==> config.mk <==
export PLATFORM = sky130hd
export DESIGN_NAME = instr_fetch
export DESIGN_NICKNAME = d
export VERILOG_FILES = /design/src/rtl/instr_fetch.sv
export SDC_FILE = /design/constraint.sdc
export NUM_CORES = 1
export LEC_CHECK = 0
export CORE_ASPECT_RATIO = 1.75
export CORE_MARGIN = 5
export CORE_UTILIZATION = 45
export DETAILED_ROUTE_END_ITERATION = 8
export GPL_ROUTABILITY_DRIVEN = 0
export PLACE_DENSITY_LB_ADDON = 0.05
export SLEW_MARGIN = 20
export SYNTH_ARGS = -nofsm -noshare
export SYNTH_HDL_FRONTEND = slang
export SYNTH_SLANG_ARGS = --single-unit
==> constraint.sdc <==
create_clock -name i_clk -period 2.41 [get_ports i_clk]
set_input_delay 0.723 -clock i_clk [delete_from_list [all_inputs] [get_ports i_clk]]
set_output_delay 0.723 -clock i_clk [all_outputs]
set_load 0.02 [all_outputs]
==> src/rtl/instr_fetch.sv <==
// instr_fetch: IF stage; holds PC, reads a 1-cycle-latency instruction memory
// and registers each returned word with its PC into the IF/ID boundary.
// Ports:
//   i_clk, i_nRst              clock, synchronous active-low reset
//   i_stall                    decode cannot accept; outputs hold
//   i_redirect, i_target       taken branch/jump: flush, refetch at i_target
//   o_imAddr, o_imRdEn         instruction memory address / read strobe
//   i_imData                   memory data, valid the cycle after o_imRdEn
//   o_instr, o_pc, o_pcPlus1   instruction to decode with its PC and PC+1
//   o_valid, o_hlt             o_instr is real / fetch halted
module instr_fetch #(
  parameter logic [15:0] RESET_PC   = 16'h0000,
  parameter logic [3:0]  HLT_OPCODE = 4'hF
) (
  input  logic        i_clk,
  input  logic        i_nRst,
  input  logic        i_stall,
  input  logic        i_redirect,
  input  logic [15:0] i_target,
  output logic [15:0] o_imAddr,
  output logic        o_imRdEn,
  input  logic [15:0] i_imData,
  output logic [15:0] o_instr,
  output logic [15:0] o_pc,
  output logic [15:0] o_pcPlus1,
  output logic        o_valid,
  output logic        o_hlt
);

  logic [15:0] pc_q, pc_d;
  logic        req_valid_q, req_valid_d;
  logic [15:0] req_pc_q, req_pc_d;
  logic        skid_valid_q, skid_valid_d;
  logic [15:0] skid_instr_q, skid_instr_d;
  logic [15:0] skid_pc_q, skid_pc_d;
  logic        valid_q, valid_d;
  logic [15:0] instr_q, instr_d;
  logic [15:0] out_pc_q, out_pc_d;
  logic        halted_q, halted_d;

  logic issue;
  logic resp_ok;
  logic resp_hlt;

  // Issue never looks at i_imData, so no data-to-strobe path exists.
  assign issue = !halted_q && !i_stall && !skid_valid_q && !i_redirect;

  // A response returning after halt (or on a flush) is dropped.
  assign resp_ok  = req_valid_q && !halted_q && !i_redirect;
  assign resp_hlt = resp_ok && (i_imData[15:12] == HLT_OPCODE);

  always_comb begin
    pc_d         = pc_q;
    req_valid_d  = req_valid_q;
    req_pc_d     = req_pc_q;
    skid_valid_d = skid_valid_q;
    skid_instr_d = skid_instr_q;
    skid_pc_d    = skid_pc_q;
    valid_d      = valid_q;
    instr_d      = instr_q;
    out_pc_d     = out_pc_q;
    halted_d     = halted_q;

    if (i_redirect) begin
      pc_d         = i_target;
      req_valid_d  = 1'b0;
      skid_valid_d = 1'b0;
      valid_d      = 1'b0;
      halted_d     = 1'b0;
    end else begin
      req_valid_d = issue;
      if (issue) begin
        req_pc_d = pc_q;
        pc_d     = pc_q + 16'd1;
      end

      if (!i_stall) begin
        // Skid and a pending response are never both present:
        // nothing is issued while stalled or while the skid is full.
        if (skid_valid_q) begin
          valid_d      = 1'b1;
          instr_d      = skid_instr_q;
          out_pc_d     = skid_pc_q;
          skid_valid_d = 1'b0;
        end else if (resp_ok) begin
          valid_d  = 1'b1;
          instr_d  = i_imData;
          out_pc_d = req_pc_q;
        end else begin
          valid_d = 1'b0;
        end
      end else if (resp_ok) begin
        skid_valid_d = 1'b1;
        skid_instr_d = i_imData;
        skid_pc_d    = req_pc_q;
      end

      if (resp_hlt) halted_d = 1'b1;
    end
  end

  always_ff @(posedge i_clk) begin
    if (!i_nRst) begin
      pc_q         <= RESET_PC;
      req_valid_q  <= 1'b0;
      req_pc_q     <= 16'h0000;
      skid_valid_q <= 1'b0;
      skid_instr_q <= 16'h0000;
      skid_pc_q    <= 16'h0000;
      valid_q      <= 1'b0;
      instr_q      <= 16'h0000;
      out_pc_q     <= 16'h0000;
      halted_q     <= 1'b0;
    end else begin
      pc_q         <= pc_d;
      req_valid_q  <= req_valid_d;
      req_pc_q     <= req_pc_d;
      skid_valid_q <= skid_valid_d;
      skid_instr_q <= skid_instr_d;
      skid_pc_q    <= skid_pc_d;
      valid_q      <= valid_d;
      instr_q      <= instr_d;
      out_pc_q     <= out_pc_d;
      halted_q     <= halted_d;
    end
  end

  assign o_imAddr  = pc_q;
  assign o_imRdEn  = issue;
  assign o_instr   = instr_q;
  assign o_pc      = out_pc_q;
  assign o_pcPlus1 = out_pc_q + 16'd1;
  assign o_valid   = valid_q;
  assign o_hlt     = halted_q;

endmodule

==> flow_summary.ini, run 1 <==
[sta]
worst_pin_slew_ps = 473
fin_crit_ps = 2330
slew_headroom = 0.685
fin_skew_ps = 7.30
fmaxAchievable_ghz = 0.430
timing.final.crit_share = 0.965
setup_violations = 0
report.final.slew_viol_count = 0
layout_setup_ws_ps = 84.9
timing.hold.ws_ps = 461
finalHoldViolations = 0
rsz0062_at_grt = true

[routing]
drtIter0Drc = 179
first_pass_iters = 4
wl_met2_mm = 5.96
dr.max_layer_used = met4
num_vias = 4026
postRouteAntennaNets = 0
dr_wl_met3_um = 450
drc = 0
vias_per_cell = 5.20
wl_per_cell_um = 14.5
wl_mm = 11.2
wl_met1_mm = 4.53

[synth]
ys_seq_area_frac = 0.442
synth_edf_count = 0
ys_dominant_reg_cell = dfxtp_1
syn_area_sq_mm = 0.00453
netlist_instances = 519
synth-seq-cells = 100
synth_top_area_cell = dfxtp_1
synth-async-reset-ratio = 0
synth.avg_cell_area_sq_um = 8.72
synth_area_leaders = dfxtp_1, nand2_1, a21boi_0
yosysUniqueCellTypes = 38
yosys_warnings = 0
syn-num-nets = 557
netlist.area_leader.share = 0.442

[floorplan]
core-area_sq_mm = 0.00985
die_area_sq_mm = 0.0122
die_w_um = 85.8
ioPinCount = 103
die_y_um = 143
rows = 48
start_util = 0.460

[cts]
postCtsHoldBufs = 0
ctsRootBufferMaster = clkbuf_16
clock-sinks = 100
clk_pin_slew_worst_paths_ps = 70
clk_latency_ps = 340
cts_buffer_depth = 2
htreeDepth = 3
cts_buffers = 9
cts_tree = done

[placement]
io_buffers = 102
post_dp_cell_area_sq_mm = 0.00594
dp_hpwl_mm = 8.21
dp_slack_ps = -565

[grt]
grt_pass1_wl_mm = 18.6
grt_max_degree = 54
track_usage = 0.188
first_global_vias = 3963
grt-ovfl-total = 0
antenna_found_initial = 0

[hold_path]
min_path_type = reg2reg
min_from = skid_pc_q[1]

[finish]
syn_to_final_growth_pct = 38.2
final_util = 0.635
final_cell_area_sq_mm = 0.00626
antenna_cells = 0
final_layout_size_suffix_gt1_frac = 0.143
nNetsFinal = 682

[setup_path]
slowest_stage = dfxtp_2
crit_type = reg2out
setup.worst_path.start = o_pc[1]
reg2reg_from = skid_valid_q
cp.required_ps = 1690
end_kind = output port
start_kind = register
cp_max_fo = 3
slowest_delay_ps = 340
crit_top_cell = buf_4
arrival_ps = 1600
cp_cell_sequence = ha_2 > nand2_1 > nor3_2 > buf_4 > nand3_1 > xnor2_1 > buf_4

[power_and_ir_drop]
ir_drop_mv = 0.459
p_per_area_mw_per_mm2 = 561
total_power_mw = 3.51
total_leakage_power_nw = 2.66

[job]
maxCapViolations = 0

[status]
status = finished clean
-- report_power, final --
group | switching (mW) | total (mW) | leakage, nW | internal, mW
registers | 0.0460 | 1.74 | 0.815 | 1.70
logic | 0.207 | 0.421 | 1.71 | 0.214
clock network | 0.638 | 1.35 | 0.131 | 0.709
-- logic make-up after synthesis --
group | share of synthesized area
buf+inv | 0.0409
xor+xnor | 0.0464
mux | 0.0707
flops | 0.442
fa+ha+maj | 0.00553
compound gates | 0.198
simple gates | 0.196
-- stage by stage --
stage | setup TNS [ps] | cells
floorplan | 0 | 519
global placement | -2680 | 756
detailed placement | -3450 | 756
CTS | 0 | 773
global route | -36.0 | 774
finish | 0 | 774
-- worst max-delay path: cells and delay by family, from the launching register on --
| kind | cells | cell delay, ps |
|---|---|---|
| xor gates and xnor gates | 1 | 160 |
| adders and majority gates | 1 | 180 |
| buffers and inverters | 2 | 310 |
| DFF | 1 | 340 |
| and+or+nand+nor | 3 | 270 |
-- per-layer routing --
layer  GRT usage  up-vias
met2       0.355       85
met4      0.0801        0
met1       0.201     1876
met3      0.0341       18
met5           0        -
li1            -     2047
-- state kept, by name, summed over array words and instances (netlist names) --
register / cells
o_valid: 1
o_pc: 16
skid_pc_q: 16
skid_instr_q: 16
o_imAddr: 16
req_pc_q: 16
o_hlt: 1
o_instr: 16
req_valid_q: 1
skid_valid_q: 1
-- synthesized netlist by cell type, drive strengths merged, types with 7 or more instances --
master,instances
nor3,11
nand2,138
o21ai,10
xnor2,15
o211a,35
nand3,15
clkbuf,33
a21oi,10
dfxtp,100
mux2i,32
nand4,7
nor2,10
inv,8
xor2,9
a21boi,49
-- layout by cell type, fill, tap and decap left out, types with 3 or more instances in the layout --
| cell | instances |
|---|---|
| a211oi_1 | 3 |
| a21boi_0 | 49 |
| a21oi_1 | 10 |
| buf_2 | 4 |
| buf_4 | 51 |
| clkbuf_16 | 9 |
| clkdlybuf4s50_1 | 85 |
| dfxtp_1 | 95 |
| dfxtp_2 | 5 |
| dlygate4sd2_1 | 5 |
| inv_1 | 8 |
| mux2i_1 | 32 |
| nand2_1 | 137 |
| nand2b_1 | 3 |
| nand3_1 | 15 |
| nand4_1 | 7 |
| nor2_1 | 10 |
| nor3_1 | 5 |
| nor3_4 | 4 |
| nor4_1 | 5 |
| o211a_1 | 35 |
| o21ai_0 | 10 |
| xnor2_1 | 15 |
| xor2_1 | 9 |
-- path summary, 6_finish.rpt --
| path | slack, ps | cells after the start | end |
|---|---|---|---|
| setup / recovery | 80 | 7 | o_pcPlus1[12] |
| hold / removal | 460 | 2 | skid_pc_q[1] |
| hold reg to reg | 460 | 2 | skid_pc_q[1] |
| setup reg to reg | 320 | 7 | o_instr[5] |
-- what timing repair did --
item                                    4_1_cts  5_1_grt
endpoints found under the setup margin       15       14
resized for setup                            53       19
pin swaps                                     2        9
setup buffers                                 1        1
-- cell type report --
cell class,instances,area [sq um]
Clock buffer,10,229
Clock inverter,6,48.8
Fill cell,907,3590
Inverter,10,38.8
Multi-Input combinational cell,373,2410
Sequential cell,100,2010
Tap cell,125,156
Timing Repair Buffer,150,1370
Note: power is estimated with default switching activity, not from simulation.
==> run 2, diff against run 1 <==
- SETUP_SLACK_MARGIN: not set -> 0.2
==> run 2 against run 1 <==
- worst hold slack is essentially flat
- via count is 1.8% higher
- register-to-register slack better by 160 ps
- highest routed layer unchanged
==> flow_summary.ini, run 2 (synthesis results as in run 1) <==
[setup_path]
crit_buf_inv = 2
path_delay_family = simple AND/OR/NAND/NOR gates
cp.required_ps = 1690
start_kind = register
arrival_ps = 1580
crit_top_cell = buf_4
slowest_delay_ps = 340
end_kind = output port
crit_type = reg2out
cp_max_fo = 3
slowest_stage = dfxtp_2
cp_cell_sequence = buf_4 > nand3_4 > nor3_4 > nand3_2 > xnor2_2 > buf_4

[power_and_ir_drop]
p_per_area_mw_per_mm2 = 554
power.share.sequential = 0.480
p_comb_frac = 0.120
p_sw_frac = 0.236
p_int_mw = 2.78
clkPwrFrac = 0.400
total_power_mw = 3.64
p_switching_mw = 0.859
total_leakage_power_nw = 2.92
ir_drop_mv = 0.444

[routing]
vias_per_cell = 5.22
num_vias = 4099
postRouteAntennaNets = 0
drtIter0Drc = 145
wl_mm = 11.9
drc = 0
wl_per_cell_um = 15.2
first_pass_iters = 5

[finish]
final_util = 0.666
antenna_cells = 0
layout_commonest_cell = nand2_1
nNetsFinal = 694
syn_to_final_growth_pct = 44.8
final_layout_size_suffix_gt1_frac = 0.202
final_cell_mix = nand2_1, dfxtp_1, clkdlybuf4s50_1

[sta]
worst_pin_slew_ps = 509
timing.final.crit_share = 0.956
finalHoldViolations = 0
report.final.slew_viol_count = 0
rsz0062_at_grt = true
setup_violations = 0
fin_skew_ps = 3.20
slew_headroom = 0.661
fmaxAchievable_ghz = 0.434
timing.hold.ws_ps = 461
fin_crit_ps = 2300

[hold_path]
min_path_type = reg2reg

[cts]
ctsRootBufferMaster = clkbuf_16
cts_tree = done
cts_buffers = 9
clk_latency_ps = 340
htreeDepth = 3
postCtsHoldBufs = 0
clk_pin_slew_worst_paths_ps = 60
cts_buffer_depth = 2
clock-sinks = 100

[grt]
grt_pass1_wl_mm = 19.7
first_global_vias = 4106
grt_max_degree = 43
antenna_found_initial = 0
track_usage = 0.201
grt-ovfl-total = 0

[placement]
dp_hpwl_mm = 8.79
io_buffers = 102

[floorplan]
rows = 48
start_util = 0.460
ioPinCount = 103
die_area_sq_mm = 0.0122
die_w_um = 85.8
die_y_um = 143
core-area_sq_mm = 0.00985

[job]
maxCapViolations = 0

[status]
status = finished clean
==> run 2: cell types whose count changed in the layout (fill, tap and decap cells not counted), sizes merged, moves of 2 or more <==
cell | previous run | this run
clkdlybuf4s50 | 85 | 73
buf | 58 | 74
clkinv | 4 | 2
clkbuf | 11 | 14
dlymetal6s2s | 1 | 8
==> run 2: per-stage QoR <==
stage	setup TNS [ps]	instances	worst slack [ps]	area (sq um)
after global routing	0	785	25.9	6560
after detailed placement	-3760	766	-474	6050
final	0	785	106	6560
after global placement	-2950	766	-463	6050
after floorplan	0	519	198	4560
after CTS	0	784	36.8	6460
==> run 2: repair_timing <==
item	in CTS	in global routing
gates cloned	0	0
setup endpoints to repair	28	27
pin swaps	19	12
buffers inserted	3	1
resized for setup	106	28
==> run 2: per-layer routing <==
metal | vias up | global-route usage | part of all wire
met3 | 18 | 0.0537 | 0.056
met1 | 1919 | 0.213 | 0.39
met5 | - | 0 | 0
met2 | 98 | 0.371 | 0.53
li1 | 2064 | - | -
met4 | 0 | 0.0759 | 0.021
==> run 2: worst register-to-register path: cells and delay by family, from the launching register on <==
| family | cells | cell delay, ps |
|---|---|---|
| AOI/OAI and AO/OA | 1 | 80 |
| xor gates and xnor gates | 1 | 160 |
| adders and majority gates | 1 | 240 |
| DFF | 1 | 450 |
| and+or+nand+nor | 2 | 870 |
==> run 2: worst paths after layout <==
path         slack (ps)  depth (start not counted)          from             to
min reg2reg         460                          2  skid_pc_q[0]   skid_pc_q[0]
min                 460                          2  skid_pc_q[0]   skid_pc_q[0]
max reg2reg         480                          5   o_imAddr[0]   o_imAddr[10]
max                 110                          6       o_pc[4]  o_pcPlus1[12]
==> run 2: area by class of cell <==
cell class / instances / area [sq um]
clock buffer: 12 / 256
multi-input combinational: 373 / 2550
sequential: 100 / 2020
timing repair buffer: 162 / 1490
fill: 842 / 3290
inverter: 10 / 41.3
tap: 125 / 156
clock inverter: 3 / 46.3
==> run 2: power by group through the flow <==
| stage | logic [mW] | clock network, mW | registers, mW |
|---|---|---|---|
| 2_1_floorplan | 0.165 | 0 | 1.82 |
| 6_report | 0.437 | 1.45 | 1.74 |
| 4_1_cts | 0.436 | 1.49 | 1.74 |
| 5_1_grt | 0.473 | 1.56 | 1.75 |
| 3_3_place_gp | 0.432 | 0 | 1.78 |
| 3_5_place_dp | 0.436 | 0 | 1.78 |
